**src/rtl/complex_nr_op_driver_pkg.sv**
```systemverilog
// Shared encodings for the complex multiplier operand driver: FSM states,
// operand slot positions and the result word width.
package complex_nr_op_driver_pkg;

  typedef enum logic [1:0] {
    COLLECT  = 2'd0,
    ISSUE    = 2'd1,
    WAIT_RES = 2'd2,
    OUTPUT   = 2'd3
  } state_t;

  localparam int RE_A = 0;
  localparam int IM_A = 1;
  localparam int RE_B = 2;
  localparam int IM_B = 3;

  function automatic int res_w(input int data_width);
    return 4 * data_width + 3;
  endfunction

endpackage

```
**src/rtl/complex_op_packer.sv**
```systemverilog
// Byte-to-word assembler: four operand bytes land in fixed slots, re_a ends
// up in the MSBs of the packed word.
module complex_op_packer
  import complex_nr_op_driver_pkg::*;
#(
  parameter int DATA_WIDTH = 8
) (
  input  logic                    clk,
  input  logic                    rst,
  input  logic                    clr,
  input  logic                    load,
  input  logic [DATA_WIDTH-1:0]   in_data,
  output logic [4*DATA_WIDTH-1:0] op_word,
  output logic                    word_full
);

  logic [DATA_WIDTH-1:0] slot [4];
  logic [1:0]            idx;

  always_ff @(posedge clk or posedge rst) begin
    if (rst) begin
      idx <= 2'd0;
      for (int i = 0; i < 4; i++) slot[i] <= '0;
    end else if (clr) begin
      idx <= 2'd0;
      for (int i = 0; i < 4; i++) slot[i] <= '0;
    end else if (load) begin
      slot[idx] <= in_data;
      // 2-bit index wraps 3 -> 0 on the fourth byte
      idx       <= idx + 2'd1;
    end
  end

  assign word_full = (idx == 2'(IM_B));
  assign op_word   = {slot[RE_A], slot[IM_A], slot[RE_B], slot[IM_B]};

endmodule

```
**src/rtl/complex_nr_op_driver.sv**
```systemverilog
// Operand producer / result consumer for the complex multiplier core:
// one transaction in flight, bounded wait for the result, sticky timeout flag.
module complex_nr_op_driver
  import complex_nr_op_driver_pkg::*;
#(
  parameter int DATA_WIDTH = 8,
  parameter int TIMEOUT    = 64,
  parameter int CNT_WIDTH  = 8
) (
  input  logic                             clk,
  input  logic                             rst,
  input  logic                             sw_rst,
  input  logic                             in_val,
  output logic                             in_ready,
  input  logic [DATA_WIDTH-1:0]            in_data,
  output logic                             op_val,
  input  logic                             op_ready,
  output logic [4*DATA_WIDTH-1:0]          op_data,
  input  logic                             res_val,
  output logic                             res_ready,
  input  logic [res_w(DATA_WIDTH)-1:0]     res_data,
  output logic                             out_val,
  input  logic                             out_ready,
  output logic [res_w(DATA_WIDTH)-1:0]     out_data,
  output logic                             timeout_err,
  output logic [CNT_WIDTH-1:0]             done_cnt
);

  localparam int TW = (TIMEOUT > 1) ? $clog2(TIMEOUT) : 1;

  state_t         state;
  logic [TW-1:0]  tmo_cnt;
  logic           byte_load;
  logic           word_full;

  assign byte_load = in_val && in_ready;

  complex_op_packer #(
    .DATA_WIDTH(DATA_WIDTH)
  ) u_packer (
    .clk      (clk),
    .rst      (rst),
    .clr      (sw_rst),
    .load     (byte_load),
    .in_data  (in_data),
    .op_word  (op_data),
    .word_full(word_full)
  );

  // Handshake outputs decode the registered state only, so no input
  // handshake signal reaches a valid/ready output combinationally.
  assign in_ready  = (state == COLLECT);
  assign op_val    = (state == ISSUE);
  assign res_ready = (state == WAIT_RES);
  assign out_val   = (state == OUTPUT);

  always_ff @(posedge clk or posedge rst) begin
    if (rst) begin
      state       <= COLLECT;
      tmo_cnt     <= '0;
      out_data    <= '0;
      done_cnt    <= '0;
      timeout_err <= 1'b0;
    end else if (sw_rst) begin
      state       <= COLLECT;
      tmo_cnt     <= '0;
      out_data    <= '0;
      done_cnt    <= '0;
      timeout_err <= 1'b0;
    end else begin
      case (state)
        COLLECT: begin
          if (byte_load && word_full) state <= ISSUE;
        end
        ISSUE: begin
          if (op_ready) begin
            state   <= WAIT_RES;
            tmo_cnt <= '0;
          end
        end
        WAIT_RES: begin
          // A result arriving on the expiry cycle takes precedence over the timeout
          if (res_val) begin
            out_data <= res_data;
            state    <= OUTPUT;
          end else if (tmo_cnt == TW'(TIMEOUT - 1)) begin
            timeout_err <= 1'b1;
            state       <= COLLECT;
          end else begin
            tmo_cnt <= tmo_cnt + TW'(1);
          end
        end
        OUTPUT: begin
          if (out_ready) begin
            done_cnt <= done_cnt + CNT_WIDTH'(1);
            state    <= COLLECT;
          end
        end
        default: state <= COLLECT;
      endcase
    end
  end

endmodule

```
**config.mk**
```make
export PLATFORM = sky130hd
export DESIGN_NAME = complex_nr_op_driver
export DESIGN_NICKNAME = d
export VERILOG_FILES = /design/src/rtl/complex_nr_op_driver_pkg.sv /design/src/rtl/complex_op_packer.sv /design/src/rtl/complex_nr_op_driver.sv
export SDC_FILE = /design/constraint.sdc
export NUM_CORES = 1
export LEC_CHECK = 0
export CORE_AREA = 2 2 95 97
export DETAILED_ROUTE_END_ITERATION = 10
export DIE_AREA = 0 0 97 99
export PLACE_DENSITY = 0.83
export SLEW_MARGIN = 20
export SYNTH_ARGS = -nofsm -noshare
export SYNTH_HDL_FRONTEND = slang
export SYNTH_SLANG_ARGS = --single-unit
```
**constraint.sdc**
```tcl
create_clock -name clk -period 3.33 [get_ports clk]
set_input_delay 0.8325 -clock clk [delete_from_list [all_inputs] [get_ports clk]]
set_output_delay 0.8325 -clock clk [all_outputs]
set_load 0.02 [all_outputs]
```
==> flow_summary.json <==
{
  "power_leakage_nw": 2.20,
  "power_density_mw_per_mm2": 392,
  "drv_slew": 0,
  "endpoint_kind": "output pin",
  "die_width_um": 97,
  "route.detailed.drc": 0,
  "ys_seq_elements": 86,
  "cts_max_level": 3,
  "setup_tns_ns": 0,
  "fillers": 708,
  "power_frac_clock_pct": 37.1,
  "io_buffers": 129,
  "fmax_ghz": 0.368,
  "synth_area_leader_cell": "dfrtp_1",
  "grt_setup_unrepaired": "false",
  "intPower_w": 0.00154,
  "status": "finished, final reports clean",
  "power_frac_seq_pct": 51.6,
  "skew_ns": 0.0143,
  "cts-resized-gates": 0,
  "yosys.cell_types.count": 40,
  "cts_made_buffers": 9,
  "holdBufCountCts": 0,
  "place_hpwl_um": 6790,
  "drv_cap": 0,
  "clock-sinks": 86,
  "grtUsageTotal_pct": 19.6,
  "crit_type": "reg -> out",
  "critPathMaxStageDelay_ns": 0.62,
  "synth_warnings": 0,
  "switching_share_pct": 26.3,
  "post_cts_buffers": 0,
  "final_nets": 589,
  "worst_pin_slew_ns": 0.647,
  "via_per_inst": 5.12,
  "syn_avg_cell_area_um2": 9.20,
  "ant_nets": 0,
  "startpoint_type": "flip-flop",
  "yosys_most_used_dff": "dfrtp_1",
  "grt_overflow_total": 0,
  "fin_crit_sh_pct": 81.7,
  "ctsRootBufferMaster": "clkbuf_8",
  "die_height_um": 99,
  "ys_seq_area_share_pct": 56.6,
  "synth_most_common_cell": "nand2_1",
  "cp.arrival_ns": 1.89,
  "synthTopCellsByArea": "dfrtp_1 57%, nand2_1 14%, a21oi_1 9.4%",
  "routed_wl_um": 9460,
  "clkTransAtPathRegs_ns": 0.09,
  "io_pins": 130,
  "clockBufferDepth": 2,
  "dr.pass1.iters": 4,
  "period_minus_slack_ns": 2.72,
  "area_growth_pct": 40.3,
  "drive_gt1_share_pct": 5.76,
  "setup_viol": 0,
  "slowest_stage": "dfrtp_1",
  "die_area_mm2": 0.00960,
  "ir_drop_v": 0.000251,
  "wl_per_cell_um": 14.6,
  "grt_max_degree": 51,
  "grt_pass1_wl_um": 15500,
  "synth_edf_count": 0,
  "synthesis.nets": 469,
  "placed_area_mm2": 0.00512,
  "hp-class": "reg -> reg",
  "comb_power_share_pct": 11.3,
  "clk_latency_ns": 0.36,
  "diodes": 0,
  "post-route-cell-area_mm2": 0.00533,
  "synth_top_area_share_pct": 56.6,
  "grt_pass1_vias": 3201,
  "path_cells": "inv_1 > nor2_1 > clkdlybuf4s50_1",
  "core_area_mm2": 0.00855,
  "crit_fanout": 10,
  "start_util_pct": 44.4,
  "rows": 34,
  "cts_tree": "built",
  "async_flop_share_pct": 100,
  "gp_congestion": 0.793,
  "relSlewSlack_pct": 56.7,
  "synthesis.instances": 413,
  "power_switching_w": 0.000549,
  "final_hold_viol_count": 0,
  "yosys-top-cells-count": "144 x nand2_1, 86 x dfrtp_1, 71 x a21oi_1",
  "vias": 3306,
  "critical_path_required_ns": 2.50,
  "drt_iter0_markers": 152,
  "syn_area_mm2": 0.00380,
  "grt_antenna_before_repair": 0
}
## worst max-delay path: cells and delay by family (launching register included)
family / cells / cell delay [ns]
DFF: 1 / 0.62
buffers and inverters: 2 / 0.79
and+or+nand+nor: 1 / 0.14
## layout by cell type (no fill, tap or decap), types with 2 or more instances in the layout
| master | netlist | final |
|---|---|---|
| and3_1 | 2 | 2 |
| inv_1 | 9 | 8 |
| inv_6 | 0 | 2 |
| nand2_2 | 2 | 2 |
| o21ai_0 | 4 | 4 |
| mux2i_1 | 2 | 2 |
| xor2_1 | 3 | 3 |
| dfrtp_1 | 86 | 86 |
| nand2_1 | 144 | 144 |
| clkdlybuf4s50_1 | 0 | 128 |
| nor3b_2 | 2 | 2 |
| nor2_1 | 16 | 16 |
| nand3_1 | 5 | 5 |
| buf_4 | 3 | 3 |
| a21oi_1 | 71 | 71 |
| a22o_1 | 2 | 2 |
| nor3_1 | 2 | 2 |
| clkbuf_8 | 0 | 9 |
| a211oi_1 | 2 | 2 |
| a21o_1 | 2 | 2 |
| nand4_1 | 3 | 3 |
| ha_1 | 6 | 6 |
| inv_8 | 0 | 3 |
| xnor2_1 | 4 | 4 |
| and2_1 | 6 | 6 |
## final cells by class
cell class	instances	area, um^2	area share, %
sequential	86	2150	40.4
multi-input combinational	294	1470	27.5
timing repair buffer	133	1330	24.9
tap	108	135	2.54
clock buffer	9	124	2.32
clock inverter	7	88.8	1.67
inverter	9	35.0	0.657
## logic make-up after synthesis
logic type               synth area share [%]
AND/OR/NAND/NOR                          21.2
AO/OA/AOI/OAI                            13.0
flip-flops                               56.6
buffers and inverters                    4.77
XOR/XNOR                                 1.61
adder cells (fa/ha/maj)                  1.98
multiplexers                            0.823
## state kept, by name (all words and copies together), names as in the netlist
name / cells
done_cnt: 8
tmo_cnt: 6
timeout_err: 1
u_packer.op_word: 32
u_packer.idx: 2
out_data: 35
state: 2
## power groups by stage
stage          clock [W]  sequential, W  combinational, W
2_1_floorplan          0        0.00112         0.0000903
3_3_place_gp           0        0.00110          0.000231
3_5_place_dp           0        0.00110          0.000236
4_1_cts         0.000795        0.00108          0.000237
5_1_grt         0.000846        0.00108          0.000258
6_report        0.000776        0.00108          0.000235
## routing by layer
layer / global-route usage (%) / wire length (um) / up-vias
li1: - / - / 1592
met1: 25.5 / 4020 / 1584
met2: 32.7 / 4800 / 112
met3: 4.82 / 491 / 18
met4: 6.28 / 148 / 0
met5: 0 / 0 / -
## through the flow
| step | setup WS, ns | power (W) | hold slack [ns] | instances | utilization, % |
|---|---|---|---|---|---|
| after floorplan | 0.276 | 0.00121 | 0.481 | 413 | - |
| after global placement | 0.865 | 0.00133 | 0.510 | 630 | 59.8 |
| after detailed placement | 0.763 | 0.00134 | 0.515 | 630 | 59.8 |
| after CTS | 0.600 | 0.00211 | 0.527 | 646 | 62.3 |
| after global routing | 0.463 | 0.00218 | 0.548 | 646 | 62.3 |
| final | 0.609 | 0.00209 | 0.523 | 646 | 62.3 |
## worst paths after layout
path | cells after the start | slack, ns | end | from
setup / recovery | 3 | 0.61 | op_val | state[0]
hold / removal | 2 | 0.52 | out_data[14] | out_data[14]
setup reg to reg | 4 | 1.45 | u_packer.op_word[4] | state[0]
hold reg to reg | 2 | 0.52 | out_data[14] | out_data[14]
max in group asynchronous | 3 | 1.78 | timeout_err | rst
min in group asynchronous | 2 | 0.87 | out_data[13] | rst
Power figures use the tool's default switching activity.
